[config.mk]
export PLATFORM = sky130hd
export DESIGN_NAME = pipeline_ctrl
export DESIGN_NICKNAME = d
export VERILOG_FILES = /design/src/rtl/pipeline_pkg.sv /design/src/rtl/pipeline_ctrl_loader.sv /design/src/rtl/pipeline_ctrl.sv
export SDC_FILE = /design/constraint.sdc
export NUM_CORES = 1
export LEC_CHECK = 0
export BUFFER_PORTS_ARGS = -buffer_cell sky130_fd_sc_hd__buf_2
export CORE_ASPECT_RATIO = 1.5
export CORE_MARGIN = 5
export CORE_UTILIZATION = 51
export CTS_BUF_LIST = sky130_fd_sc_hd__clkbuf_8 sky130_fd_sc_hd__clkbuf_16
export DETAILED_ROUTE_END_ITERATION = 10
export PLACE_DENSITY = 0.85
export SLEW_MARGIN = 20
export SYNTH_ARGS = -nofsm -noshare
export SYNTH_HDL_FRONTEND = slang
export SYNTH_SLANG_ARGS = --single-unit
[constraint.sdc]
create_clock -name i_clk -period 4.73 [get_ports i_clk]
set_input_delay 0 -clock i_clk [delete_from_list [all_inputs] [get_ports i_clk]]
set_output_delay 0 -clock i_clk [all_outputs]
set_load 0.03 [all_outputs]
[src/rtl/pipeline_pkg.sv]
// Shared definitions for the pipeline controller slice.
// Holds the FSM state encodings, host command encodings and the
// byte-per-word address shift used when forming instruction-memory addresses.
package pipeline_pkg;

  typedef enum logic [2:0] {
    ST_IDLE = 3'd0,
    ST_LOAD = 3'd1,
    ST_RUN  = 3'd2,
    ST_STEP = 3'd3,
    ST_DONE = 3'd4
  } state_e;

  typedef enum logic [1:0] {
    CMD_LOAD  = 2'd0,
    CMD_RUN   = 2'd1,
    CMD_STEP  = 2'd2,
    CMD_ABORT = 2'd3
  } cmd_e;

  // Instruction words are 4 bytes wide: byte address = word index << 2.
  localparam int unsigned WORD_SHIFT = 2;

endpackage

[src/rtl/pipeline_ctrl_loader.sv]
// Instruction-memory loader: owns the word index, latched load length and
// the registered instruction-memory write port.
// Ports:
//   i_clk, i_reset (async active-low)
//   i_start      : latch clipped length and clear the word index
//   i_load_len   : requested word count (sampled with i_start)
//   i_word_fire  : a load word was accepted this cycle
//   i_word       : the accepted load word
//   o_last_c     : current index is the final word of the load
//   o_imem_we/o_imem_addr/o_imem_data : registered write port
module pipeline_ctrl_loader
  import pipeline_pkg::*;
#(
  parameter int unsigned DATA_W     = 32,
  parameter int unsigned ADDR_W     = 32,
  parameter int unsigned IMEM_DEPTH = 256
) (
  input  logic                          i_clk,
  input  logic                          i_reset,
  input  logic                          i_start,
  input  logic [$clog2(IMEM_DEPTH):0]   i_load_len,
  input  logic                          i_word_fire,
  input  logic [DATA_W-1:0]             i_word,
  output logic                          o_last_c,
  output logic                          o_imem_we,
  output logic [ADDR_W-1:0]             o_imem_addr,
  output logic [DATA_W-1:0]             o_imem_data
);

  localparam int unsigned LEN_W = $clog2(IMEM_DEPTH) + 1;

  logic [LEN_W-1:0]  idx_q, len_q, len_clip_c;
  logic              we_q;
  logic [ADDR_W-1:0] addr_q;
  logic [DATA_W-1:0] data_q;

  // Requests longer than the memory are clipped to its depth.
  assign len_clip_c = (i_load_len > LEN_W'(IMEM_DEPTH)) ? LEN_W'(IMEM_DEPTH) : i_load_len;
  assign o_last_c   = ((idx_q + LEN_W'(1)) == len_q);

  // Index/length bookkeeping and the one-cycle-delayed write port.
  always_ff @(posedge i_clk or negedge i_reset) begin
    if (!i_reset) begin
      idx_q  <= '0;
      len_q  <= '0;
      we_q   <= 1'b0;
      addr_q <= '0;
      data_q <= '0;
    end else begin
      we_q <= i_word_fire;
      if (i_start) begin
        len_q <= len_clip_c;
        idx_q <= '0;
      end else if (i_word_fire) begin
        idx_q  <= idx_q + LEN_W'(1);
        addr_q <= ADDR_W'(idx_q) << WORD_SHIFT;
        data_q <= i_word;
      end
    end
  end

  assign o_imem_we   = we_q;
  assign o_imem_addr = addr_q;
  assign o_imem_data = data_q;

endmodule

[src/rtl/pipeline_ctrl.sv]
// Pipeline controller: accepts host commands to load instruction memory,
// run until a HALT retires, or single-step, and freezes the pipeline otherwise.
// Optional feature macro: PIPELINE_CTRL_CYCLE_CNT_EN enables the saturating
// unfrozen-cycle counter; without it o_cycle_count is tied to zero.
// Ports: i_clk, i_reset (async active-low); command handshake
// (i_cmd_valid, i_cmd, i_load_len, o_cmd_ready); load-word handshake
// (i_word_valid, i_word, o_word_ready); imem write port (o_imem_we,
// o_imem_addr, o_imem_data); o_halt freeze, i_halt_seen; status
// (o_state, o_done, o_cmd_err, o_cycle_count).
module pipeline_ctrl
  import pipeline_pkg::*;
#(
  parameter int unsigned DATA_W     = 32,
  parameter int unsigned ADDR_W     = 32,
  parameter int unsigned IMEM_DEPTH = 256,
  parameter int unsigned CNT_W      = 32
) (
  input  logic                        i_clk,
  input  logic                        i_reset,
  input  logic                        i_cmd_valid,
  input  logic [1:0]                  i_cmd,
  input  logic [$clog2(IMEM_DEPTH):0] i_load_len,
  output logic                        o_cmd_ready,
  input  logic                        i_word_valid,
  input  logic [DATA_W-1:0]           i_word,
  output logic                        o_word_ready,
  output logic                        o_imem_we,
  output logic [ADDR_W-1:0]           o_imem_addr,
  output logic [DATA_W-1:0]           o_imem_data,
  output logic                        o_halt,
  input  logic                        i_halt_seen,
  output logic [2:0]                  o_state,
  output logic                        o_done,
  output logic                        o_cmd_err,
  output logic [CNT_W-1:0]            o_cycle_count
);

  state_e state_q, state_d;
  logic   halt_q, halt_d;
  logic   done_q, done_d;
  logic   err_q, err_d;
  logic   word_ready_q, word_ready_d;
  logic   load_start_c, word_fire_c, last_c;
  logic   is_abort_c;

  assign is_abort_c = i_cmd_valid && (cmd_e'(i_cmd) == CMD_ABORT);

  // Next-state and next-output decode.
  always_comb begin
    state_d      = state_q;
    done_d       = 1'b0;
    err_d        = 1'b0;
    load_start_c = 1'b0;
    word_fire_c  = 1'b0;
    case (state_q)
      ST_IDLE: begin
        if (i_cmd_valid) begin
          if (cmd_e'(i_cmd) == CMD_LOAD) begin
            load_start_c = 1'b1;
            // Zero-length load completes immediately without entering LOAD.
            if (i_load_len == '0) done_d  = 1'b1;
            else                  state_d = ST_LOAD;
          end else if (cmd_e'(i_cmd) == CMD_RUN) begin
            state_d = ST_RUN;
          end else if (cmd_e'(i_cmd) == CMD_STEP) begin
            state_d = ST_STEP;
          end
        end
      end
      ST_LOAD: begin
        // ABORT wins over a coincident word; that word is discarded.
        if (is_abort_c) begin
          state_d = ST_IDLE;
        end else begin
          err_d = i_cmd_valid;
          if (i_word_valid && word_ready_q) begin
            word_fire_c = 1'b1;
            if (last_c) begin
              state_d = ST_IDLE;
              done_d  = 1'b1;
            end
          end
        end
      end
      ST_RUN: begin
        if (is_abort_c) begin
          state_d = ST_IDLE;
        end else begin
          err_d = i_cmd_valid;
          if (i_halt_seen) state_d = ST_DONE;
        end
      end
      ST_STEP: begin
        if (is_abort_c) begin
          state_d = ST_IDLE;
        end else begin
          err_d   = i_cmd_valid;
          state_d = i_halt_seen ? ST_DONE : ST_IDLE;
        end
      end
      ST_DONE: begin
        err_d   = i_cmd_valid && !is_abort_c;
        state_d = ST_IDLE;
      end
      default: state_d = ST_IDLE;
    endcase
    if (state_d == ST_DONE) done_d = 1'b1;
    halt_d       = !((state_d == ST_RUN) || (state_d == ST_STEP));
    word_ready_d = (state_d == ST_LOAD);
  end

  // State and registered outputs.
  always_ff @(posedge i_clk or negedge i_reset) begin
    if (!i_reset) begin
      state_q      <= ST_IDLE;
      halt_q       <= 1'b1;
      done_q       <= 1'b0;
      err_q        <= 1'b0;
      word_ready_q <= 1'b0;
    end else begin
      state_q      <= state_d;
      halt_q       <= halt_d;
      done_q       <= done_d;
      err_q        <= err_d;
      word_ready_q <= word_ready_d;
    end
  end

  pipeline_ctrl_loader #(
    .DATA_W     (DATA_W),
    .ADDR_W     (ADDR_W),
    .IMEM_DEPTH (IMEM_DEPTH)
  ) u_loader (
    .i_clk       (i_clk),
    .i_reset     (i_reset),
    .i_start     (load_start_c),
    .i_load_len  (i_load_len),
    .i_word_fire (word_fire_c),
    .i_word      (i_word),
    .o_last_c    (last_c),
    .o_imem_we   (o_imem_we),
    .o_imem_addr (o_imem_addr),
    .o_imem_data (o_imem_data)
  );

`ifdef PIPELINE_CTRL_CYCLE_CNT_EN
  logic [CNT_W-1:0] cnt_q;

  // Saturating count of unfrozen cycles, cleared by each accepted LOAD.
  always_ff @(posedge i_clk or negedge i_reset) begin
    if (!i_reset) begin
      cnt_q <= '0;
    end else if (load_start_c) begin
      cnt_q <= '0;
    end else if (!halt_q && (cnt_q != '1)) begin
      cnt_q <= cnt_q + CNT_W'(1);
    end
  end

  assign o_cycle_count = cnt_q;
`else
  assign o_cycle_count = '0;
`endif

  assign o_cmd_ready  = 1'b1;
  assign o_word_ready = word_ready_q;
  assign o_halt       = halt_q;
  assign o_done       = done_q;
  assign o_cmd_err    = err_q;
  assign o_state      = 3'(state_q);

endmodule

* Yosys cells after proc, flatten, opt, wreduce, memory -nomap -nowiden
Cells that the tools add are included.
Storage, ports and cells: register bits 67, input bits 48, logic and storage cells 69
Operators by class: add/sub/neg operators 1, order comparisons 1, equal/unequal tests 12, muxes and demuxes 32, bitwise operators 1, reductions and logical operators 12
Operators with widths (number):
- $mux W3 | 12
- $mux W9 | 3
- $mux W1 | 14
- $eq A3 B2 Y1 const B | 4
- $pmux W3 S4 | 1
- $add A9 B1 Y9 const B | 1
- $eq A9 B9 Y1 | 1
- $gt A9 B9 Y1 const B | 1
- $logic_not A9 Y1 | 1
- $eq A3 B1 Y1 const B | 2
- $eq A3 B3 Y1 const B | 2
- $eq A2 B2 Y1 const B | 2
- $pmux W1 S2 | 2
- $logic_and A1 B1 Y1 | 3
- $logic_not A3 Y1 | 1
- $reduce_or A3 Y1 | 1
- $eq A2 B1 Y1 const B | 1
- $logic_not A1 Y1 | 2
- $logic_not A2 Y1 | 1
- $reduce_and A2 Y1 | 1
- $reduce_bool A2 Y1 | 1
- $logic_or A1 B1 Y1 | 1
- $not A1 Y1 | 1

* Logic depth before layout (Yosys ltp)
depth in word-level cells 9, depth in mapped cells 8, mapped depth without buffers 6

* By module
Synthesis repeated with hierarchy kept, for this count alone.
Second synthesis, totals: cell total of the unflattened synthesis 297, area, all modules 3412.0 um^2
Modules (own cells, without submodules):
- pipeline_ctrl_loader | times used 1, cells each 224, area an instance 2753.9 um^2, sequential area each 1501.4 um^2
- pipeline_ctrl | times used 1, cells each 73, area an instance 658.1 um^2, sequential area each 176.4 um^2

* Least setup slack after synthesis
OpenSTA, ideal clock, no wires.
path type register -> register, from reg u_loader.idx_q[0], to reg word_ready_q, in the netlist o_word_ready, library setup time 0.141 ns, arrival 1.874 ns, slack 2.715 ns, stages on the path, launching flop included 8, period minus slack after synthesis 2.015 ns, cell sequence dfrtp_1 > ha_1 > clkbuf_1 > nand2_1 > o41ai_1 > a31oi_1 > a2111oi_4 > a211oi_1
On the way: word-level cells in the longest chain between the ends 7
Ends and longest elaborated chain:
- start, declared | line pipeline_ctrl_loader.sv:32 | logic [LEN_W-1:0] idx_q, len_q, len_clip_c;
- start signal, assigned | line pipeline_ctrl_loader.sv:55 | idx_q <= idx_q + LEN_W'(1);
- $add A9 B1 Y9 | line pipeline_ctrl_loader.sv:39 | assign o_last_c = ((idx_q + LEN_W'(1)) == len_q);
- $eq A9 B9 Y1 | line pipeline_ctrl_loader.sv:39
- $mux W3 | line pipeline_ctrl.sv:78 | if (last_c) begin
- $mux W3 | line pipeline_ctrl.sv:76 | if (i_word_valid && word_ready_q) begin
- $mux W3 | line pipeline_ctrl.sv:72 | if (is_abort_c) begin
- $pmux W3 S4 | line pipeline_ctrl.sv:55 | case (state_q)
- $eq A3 B1 Y1 | line pipeline_ctrl.sv:109 | word_ready_d = (state_d == ST_LOAD);
- net word_ready_d | line pipeline_ctrl.sv:42 | logic word_ready_q, word_ready_d;
- end signal, assigned | line pipeline_ctrl.sv:125 | word_ready_q <= word_ready_d;
- end, declared | line pipeline_ctrl.sv:42
The timed path passes the listed nets, and every way through them passes these cells. A chain may end at the register's enable or synchronous reset.

* Worst setup path in the final report
from reg state_q[2], in the netlist o_state[2], to reg u_loader.idx_q[4]
On the way: word-level cells in the longest chain between the ends 3, elaborated cells on any way between the ends 6, classes of those cells eq/ne: 1; mux: 3; reduce/logical: 2
Ends and longest elaborated chain:
- start, declared | line pipeline_ctrl.sv:38 | state_e state_q, state_d;
- start signal, assigned | line pipeline_ctrl.sv:121 | state_q <= state_d;
- $eq A3 B1 Y1 / $logic_not A3 Y1 (equally long branches) | line pipeline_ctrl.sv:55
- $mux W1 | line pipeline_ctrl.sv:55
- $reduce_bool A2 Y1 (no line) / $mux W9 (equally long branches)
Parallel ways exist; a longest one is shown, timed or not.

==> metrics.md <==
| Metric | Value |
|---|---|
| Crit Path Max Fanout | `54` |
| CTS tree | `yes` |
| Vert. Die Dim | `111 um` |
| Core area | `6760 um^2` |
| Leakage | `0.00242 uW` |
| Area Growth Syn to Fin | `27.6%` |
| Final WL | `8.22 mm` |
| Worst reg2reg path startpoint | `o_state[2]` |
| Async set or reset register ratio after synthesis | `1.00` |
| Post-DRT Antenna Nets | `0` |
| Syn Area/Cell | `8.88 um^2` |
| Synth Instances | `392` |
| Clk pin slew, worst setup/hold paths | `0.07 ns` |
| Die Wd | `77.5 um` |
| Most used cell, CP | `buf_4` |
| Crit-path cells | `a31o_2 > or4b_2 > buf_4 > inv_2 > buf_4 > and2_1 > o21ai_0 > o31ai_1` |
| # IOs | `153` |
| Met2 Routed Length | `4.41 mm` |
| Final setup viols | `0` |
| Top cells by area, synth | `dfrtp_1 (47%), nand2_1 (14%), buf_4 (13%)` |
| Outcome | `completed` |
| # diodes | `0` |
| Via density | `4.87` |
| CP Class | `reg -> reg` |
| CTS H-tree depth | `3` |
| Placed wire-length estimate | `5.39 mm` |
| Fmax | `385 MHz` |
| Seq/Total Area, Yosys | `0.482` |
| Slew Limit Fails | `0` |
| # fillers | `527` |
| CP max stage delay | `0.64 ns` |
| Worst vdd ir | `0.000300 V` |
| CP Launch Point | `o_state[2]` |
| Layout Nets | `577` |
| CP max-delay cell | `or4b_2` |
| Sinks on Clock Net | `67` |
| Tcrit/Tclk final | `0.549` |
| Final hold violation count | `0` |
| Period minus WS final | `2.60 ns` |
| Hold_sp | `i_cmd[1]` |
| Fin Setup TNS | `0 ns` |
| Hold Crit Class | `in -> reg` |
| CTS max path bufs | `2` |
| Clock skew | `0.00935 ns` |
| First-pass GRT wire length | `13.4 mm` |
| Pin count of the biggest net entering global routing | `68` |
| WP data required | `4.97 ns` |
| Yosys top cell by area | `dfrtp_1` |
| Cts hold-fix bufs | `44` |
| Post-synth EDFFs | `0` |
| WL met3 | `575 um` |
| Initial DRC Count | `202` |
| Relative slew slack | `0.451` |
| Share of cells above drive strength 1 | `0.246` |
| Post-synth top area share | `0.474` |
| Met1 WL | `2.96 mm` |
| Worst-skew pair later-pin latency | `0.33 ns` |
| Synth warn | `0` |
| Port bufs | `96` |
| Ys flop type | `dfrtp_1` |
| 1st-pass router iterations | `4` |
| CTS Buf Count | `9` |
| Crit path capture type | `flip-flop` |
| Post-synthesis register bit count | `67` |
| Count of cell types in the netlist | `50` |
| Postcts setup bufs | `0` |
| Die Area | `8610 um^2` |
| Pin slew with the least headroom to its limit | `0.823 ns` |
| Worst R2R Path Depth | `8` |
| Initial core utilization | `0.515` |
| Hold_ws | `0.0310 ns` |
| Max_cap viols | `0` |
| DR vias | `2973` |
| WL per Instance | `13.5 um` |
| Floorplan row count | `37` |
| Hold Path Depth | `3` |
| RSZ-0062 raised after global routing | `no` |
| CTS Root Cell | `clkbuf_8` |
| Post_cts resized | `0` |
| Placer congestion estimate | `0.872` |
| Data arrival, critical path | `2.84 ns` |
| Vias in the first global route | `2923` |
| Grt ovf | `0` |
| Fin util | `0.657` |
| Top Layer Used | `met4` |
| Initial antenna violation count | `0` |
| Drt drc | `0` |
| Cell Area, Synth | `3480 um^2` |
| Power per cell area | `519 nW/um^2` |
| Startpoint types | `flip-flop` |
| Overall global routing resource usage | `0.191` |
-- registers in the layout (all words and copies together) (netlist names) --
signal,flops
u_loader.o_imem_data,32
u_loader.idx_q,9
u_loader.len_q,9
u_loader.o_imem_addr,9
o_state,3
o_cmd_err,1
o_done,1
o_halt,1
o_word_ready,1
u_loader.o_imem_we,1
-- metal layers --
layer	vias up	global-route usage
met3	26	0.0447
met5	-	0
met1	1393	0.211
met2	135	0.335
li1	1419	-
met4	0	0.0952
-- area by class of cell --
class,instances,area [um^2],area share
Inverter,13,48.8,0.0110
Sequential cell,67,1680,0.378
Tap cell,78,97.6,0.0220
Clock inverter,5,75.1,0.0169
Multi-Input combinational cell,293,1440,0.324
Clock buffer,11,151,0.0341
Timing Repair Buffer,144,951,0.214
-- power breakdown --
part           internal (uW)  total, uW  switching (uW)  leakage [uW]
Sequential               753        877             124      0.000886
Combinational            288        906             618       0.00142
Clock                    323        524             201      0.000119
Total                   1360       2310             943       0.00242
-- logic make-up after synthesis --
logic type | synth area share
AOI/OAI and AO/OA | 0.0891
xor gates and xnor gates | 0.0349
adders and majority gates | 0.00359
buffers and inverters | 0.164
DFF | 0.482
muxes | 0.00611
other | 0.00216
and+or+nand+nor | 0.218
-- worst max-delay path: cells and delay by family (launching register included) --
family                 cells  cell delay (ns)
AND/OR/NAND/NOR            2             0.83
buffers and inverters      3             0.83
AO/OA/AOI/OAI              3             0.41
flip-flops                 1             0.41
-- layout by cell type (no fill, tap or decap), drive strengths merged, types with 3 or more instances in the layout --
master       netlist  layout
clkinv             0       3
conb               2      56
nand2            132     132
nand3              4       4
inv               13      13
clkbuf             8      11
nand3b             8       8
dlygate4sd3        0      44
a21oi              3       3
o31ai              3       3
xnor2             11      11
dfrtp             66      66
nor2              14      14
o21ai             22      22
buf               65     100
o41ai              3       3
-- Yosys cell counts, drive strengths merged, types with 2 or more instances --
| library cell | count |
|---|---|
| o21ai | 22 |
| nor3 | 2 |
| nor4 | 2 |
| dfrtp | 66 |
| inv | 13 |
| xnor2 | 11 |
| or2 | 2 |
| xor2 | 2 |
| nand2 | 132 |
| nor3b | 2 |
| or3 | 2 |
| a31o | 2 |
| nand3 | 4 |
| buf | 65 |
| and3 | 2 |
| nand3b | 8 |
| a21o | 2 |
| conb | 2 |
| nor2 | 14 |
| o31ai | 3 |
| clkbuf | 8 |
| a21oi | 3 |
| a211oi | 2 |
| a31oi | 2 |
| o41ai | 3 |
-- through the flow --
stage | cell area, um^2 | std cells | power (uW) | worst slack [ns]
4_1_cts | 4440 | 611 | 2310 | 2.13
6_report | 4440 | 611 | 2310 | 2.13
3_3_place_gp | 3780 | 551 | 1720 | 2.21
3_5_place_dp | 3780 | 551 | 1750 | 2.18
5_1_grt | 4440 | 611 | 2430 | 1.92
2_1_floorplan | 3680 | 446 | 1530 | 2.71
-- worst paths after layout --
kind                                            endpoint  slack, ns
worst max-delay path                   u_loader.idx_q[4]       2.13
worst min-delay path                           o_cmd_err       0.03
worst max register to register         u_loader.idx_q[4]       2.13
worst min register to register   u_loader.o_imem_data[3]       0.47
max in group asynchronous        u_loader.o_imem_data[4]       3.82
min in group asynchronous       u_loader.o_imem_data[21]       0.39
Power figures use the tool's default switching activity.
